**src/rtl/step_clock_ctrl.sv**
```systemverilog
// step_clock_ctrl: debounced step pulses with wrapping counter; auto-run mode built only with AUTORUN_EN defined
module step_clock_ctrl #(
  parameter int DEBOUNCE_CYCLES = 5,
  parameter int RATE_DIV = 25,
  parameter int CNT_W = 16
) (
  input  logic clk,
  input  logic nrst,
  input  logic step_btn_i,
  input  logic run_btn_i,
  output logic step_o,
  output logic run_o,
  output logic [CNT_W-1:0] step_count_o
);
`ifdef AUTORUN_EN
  localparam int NB = 2;
`else
  localparam int NB = 1;
`endif
  localparam int DW = $clog2(DEBOUNCE_CYCLES + 1);
  localparam int VW = $clog2(RATE_DIV);
  localparam logic [DW-1:0] DEB_LAST = DW'(DEBOUNCE_CYCLES - 1);
  localparam logic [VW-1:0] DIV_LAST = VW'(RATE_DIV - 1);
  typedef enum logic {MANUAL, RUN} state_t;
  state_t state, state_nxt;
  logic [NB-1:0] btn, s1, s2, deb, deb_q, rise;
  logic [DW-1:0] dcnt [NB];
  logic [VW-1:0] div, div_nxt;
  logic step_rise, run_rise, step_nxt;
`ifdef AUTORUN_EN
  assign btn = {run_btn_i, step_btn_i};
  assign run_rise = rise[NB-1];
`else
  logic unused_run;
  assign unused_run = run_btn_i;
  assign btn = step_btn_i;
  assign run_rise = 1'b0;
`endif
  assign rise = deb & ~deb_q;
  assign step_rise = rise[0];
  // bit 0 is the step button, bit 1 (when built) the run button
  always_ff @(posedge clk) begin
    if (!nrst) begin
      s1 <= '0;
      s2 <= '0;
      deb <= '0;
      deb_q <= '0;
      for (int i = 0; i < NB; i++) dcnt[i] <= '0;
    end else begin
      s1 <= btn;
      s2 <= s1;
      deb_q <= deb;
      for (int i = 0; i < NB; i++) begin
        dcnt[i] <= (s2[i] != deb[i] && dcnt[i] != DEB_LAST) ? dcnt[i] + 1'b1 : '0;
        deb[i] <= deb[i] ^ (s2[i] != deb[i] && dcnt[i] == DEB_LAST);
      end
    end
  end
  // a run rise always takes priority over stepping in either state
  always_comb begin
    state_nxt = state;
    div_nxt = '0;
    step_nxt = 1'b0;
    if (run_rise) begin
      state_nxt = (state == RUN) ? MANUAL : RUN;
    end else if (state == RUN) begin
      step_nxt = (div == DIV_LAST);
      div_nxt = step_nxt ? '0 : div + 1'b1;
    end else begin
      step_nxt = step_rise;
    end
  end
  always_ff @(posedge clk) begin
    if (!nrst) begin
      state <= MANUAL;
      div <= '0;
      step_o <= 1'b0;
      run_o <= 1'b0;
      step_count_o <= '0;
    end else begin
      state <= state_nxt;
      div <= div_nxt;
      step_o <= step_nxt;
      run_o <= (state_nxt == RUN);
      step_count_o <= step_count_o + CNT_W'(step_nxt);
    end
  end
endmodule

```
**config.mk**
```make
export PLATFORM = sky130hd
export DESIGN_NAME = step_clock_ctrl
export DESIGN_NICKNAME = d
export VERILOG_FILES = /design/src/rtl/step_clock_ctrl.sv
export SDC_FILE = /design/constraint.sdc
export NUM_CORES = 1
export LEC_CHECK = 0
export BUFFER_PORTS_ARGS = -buffer_cell sky130_fd_sc_hd__buf_2
export CAP_MARGIN = 15
export CORE_MARGIN = 4
export CORE_UTILIZATION = 50
export CTS_CLUSTER_SIZE = 16
export DETAILED_ROUTE_END_ITERATION = 10
export PLACE_DENSITY = 0.84
export SETUP_SLACK_MARGIN = 0.1
export SLEW_MARGIN = 20
export SYNTH_ARGS = -nofsm -noshare
export SYNTH_HDL_FRONTEND = slang
export SYNTH_SLANG_ARGS = --single-unit
```
**constraint.sdc**
```tcl
create_clock -name clk -period 2.1 [get_ports clk]
set_input_delay 0.42 -clock clk [delete_from_list [all_inputs] [get_ports clk]]
set_output_delay 0.42 -clock clk [all_outputs]
set_load 0.01 [all_outputs]
```
==> impl_results.md <==
* Mapped Nets at 124
* Max_cap viols at 0
* # setup viols final at 0
* Final period util at 89.6%
* # IOs at 22
* Sink Count at 24
* Adder-cell share of the synthesized area at 5.97%
* Top FF cell, synth: dfxtp_1
* DR WL/cell at 12.0 um
* Cells on worst reg2reg path at 6
* Grt met3 use at 3.32%
* Total negative slack at 0 ps
* Worst path slowest cell: or4_1
* Global-route usage over all layers at 15.4%
* Critical path's top delay family: simple AND/OR/NAND/NOR gates
* GP Congestion at 0.711
* CP peak stage delay at 530 ps
* CP bufs+invs at 0
* Max VDD drop at 387 uV
* Worst reg2reg path endpoint: step_count_o[12]
* Yosys reg bits at 24
* ANT cells at 0
* Max Root-Sink Buffers at 2
* Placed cells at 159
* Top-count cell post-synth: dfxtp_1
* Die area at 2890 um^2
* Crit end category: flop
* Critical path arrival at 2140 ps
* Die height at 53.8 um
* DR iter-0 viols at 17
* Hold Vio Cnt, Final at 0
* H-tree depth at 1
* Pwr/cell area at 587 nW/um^2
* Top post-synthesis cells by area: dfxtp_1, ha_1, mux2i_1
* Dpl cell area at 1170 um^2
* Die width at 53.8 um
* Sequential area share after synthesis at 45.9%
* Root Buffer: clkbuf_4
* Antenna violations before repair at 0
* Fin Hold WS at 316 ps
* Post-Synth Simple-Gate Area at 26.9%
* Drt via density at 5.31
* Initial core utilization at 52.8%
* Row Count at 16
* Ys Warns at 0
* Status: completed
* Final design instance area without fill at 1220 um^2
* Hold worst-path end: s1
* Main combinational cell family by area after synthesis: simple AND/OR/NAND/NOR gates
* CTS tree: yes
* Later-pin clock latency in the skew report at 310 ps
* Post-synth top cells: dfxtp_1, nand2_1, inv_1, a21oi_1, nor2_1
* DRT Pass-1 Iters at 4
* Mean post-synth cell area at 9.11 um^2
* Min cycle time layout at 1880 ps
* DP HPWL at 1.42 mm
* Yosys top cell area share at 45.9%
* Via Count at 865
* Critical path launch point type: flop
* Async S/R FF share, synth at 0%
* First-pass GRT wire length at 3.26 mm
* RSZ-0062 raised after global routing: no
* Port bufs at 19
* Setup CP Type: flop to flop
* Inserted Clock Buffers at 3
* Hold bufs inserted after CTS at 0
* GR Overflow Total at 0
* Xor/xnor share of the synthesized area at 3.35%
* Post-Syn Instances at 115
* Layout Nets at 146
* Slew Viols, Final at 0
* Max Fclk at 532 MHz
* EDFF count, synth at 0
* Post-Synthesis Cell Area at 1050 um^2
* CP Cell Sequence: nor2b_2 > ha_1 > ha_2 > nand4_4 > or4_1 > a21oi_1
* Post-synthesis mux area share at 4.78%
* Critical path data required time at 2360 ps
* GRT Max-Usage Layer: met2
* Share of cells above drive strength 1 at 22.8%
* Layout area overhead at 16.5%
* Largest net degree at the start of global routing at 18
* Crit path max fanout at 9
* Drc violations at 0
* Post-synth top area cell: dfxtp_1
* Hold Crit Start: step_btn_i
* Compound-cell area share of the yosys netlist at 8.12%
* P_leak at 0.000519 uW
* Yosys cell types at 24
* WL final at 1.95 mm
* Hold WC Path Type: input port to flop
* Flop-to-flop setup slack at 220 ps
* Core area at 1980 um^2
* Finished Layout Cells at 163
* GR Layer Usage met2 at 27.6%
* Final ANT Viol Nets at 0
* Post-route clock skew at 12.2 ps
* Vias in the first global route at 745
* CTS clk-pin slew, worst paths at 140 ps
* Worst hold stages at 2
* GR Util met1 at 18.0%
power by group:
group          total [uW]  internal, uW  leakage, uW  switching (uW)
Sequential            459           458     0.000194            1.11
Clock                 241           106    0.0000210             135
Combinational        16.0          4.85     0.000304            11.1
Total                 716           568     0.000519             148
layout by cell type, fill, tap and decap left out, types with 4 or more instances in the layout:
| cell type | Yosys | routed |
|---|---|---|
| a21oi_1 | 8 | 8 |
| and2_1 | 6 | 6 |
| buf_2 | 0 | 19 |
| dfxtp_1 | 24 | 23 |
| ha_1 | 5 | 4 |
| inv_1 | 9 | 9 |
| mux2i_1 | 5 | 5 |
| nand2_1 | 10 | 10 |
| nand3_1 | 6 | 6 |
| nor2_1 | 7 | 7 |
| nor4_1 | 4 | 4 |
| o31ai_1 | 4 | 4 |
| or4_1 | 4 | 4 |
stage by stage:
| stage | total power [uW] | util [%] | worst slack (ps) |
|---|---|---|---|
| floorplan | 481 | - | 229 |
| finish | 716 | 61.6 | 219 |
| global route | 746 | 61.6 | 138 |
| global placement | 484 | 59.0 | 140 |
| detailed placement | 485 | 59.0 | 90.9 |
| CTS | 720 | 61.4 | 114 |
area by class of cell:
cell class              count  area, um^2
fillers                   171         762
inverters                   9        33.8
well taps                  27        33.8
multi-input cells          79         532
repair buffers             20         103
flip-flops and latches     24         482
clock buffers               4        36.3
registers in the layout (all words and copies together) (netlist names), named ones only:
| name | flops |
|---|---|
| dcnt | 3 |
| s2 | 1 |
| step_count_o | 16 |
| step_o | 1 |
| s1 | 1 |
| deb_q | 1 |
per-layer routing:
metal / wire (um) / up-vias
li1: - / 438
met1: 843 / 406
met2: 1000 / 19
met3: 92 / 2
met4: 14 / 0
met5: 0 / -
timing repair:
| item | CTS | global route |
|---|---|---|
| resized for setup | 2 | 2 |
| endpoints found under the setup margin | 3 | 4 |
| buffers inserted | 0 | 0 |
logic make-up (layout without fill, tap and decap cells):
group / Yosys count / in the layout
AOI/OAI and AO/OA: 15 / 15
and+or+nand+nor: 49 / 49
other: 1 / 1
adders and majority gates: 5 / 5
xor gates and xnor gates: 4 / 4
DFF: 24 / 24
muxes: 5 / 5
buffers and inverters: 12 / 33
worst max path at each step:
stage                     cells past startpoint          endpoint  startpoint
after global routing                          6  step_count_o[12]        flop
after detailed placement                      6  step_count_o[12]        flop
after global placement                        6  step_count_o[12]        flop
after floorplan                               6  step_count_o[12]        flop
after CTS                                     6  step_count_o[12]        flop
final                                         6  step_count_o[12]        flop
No activity file was read; power rests on OpenSTA's default activity.
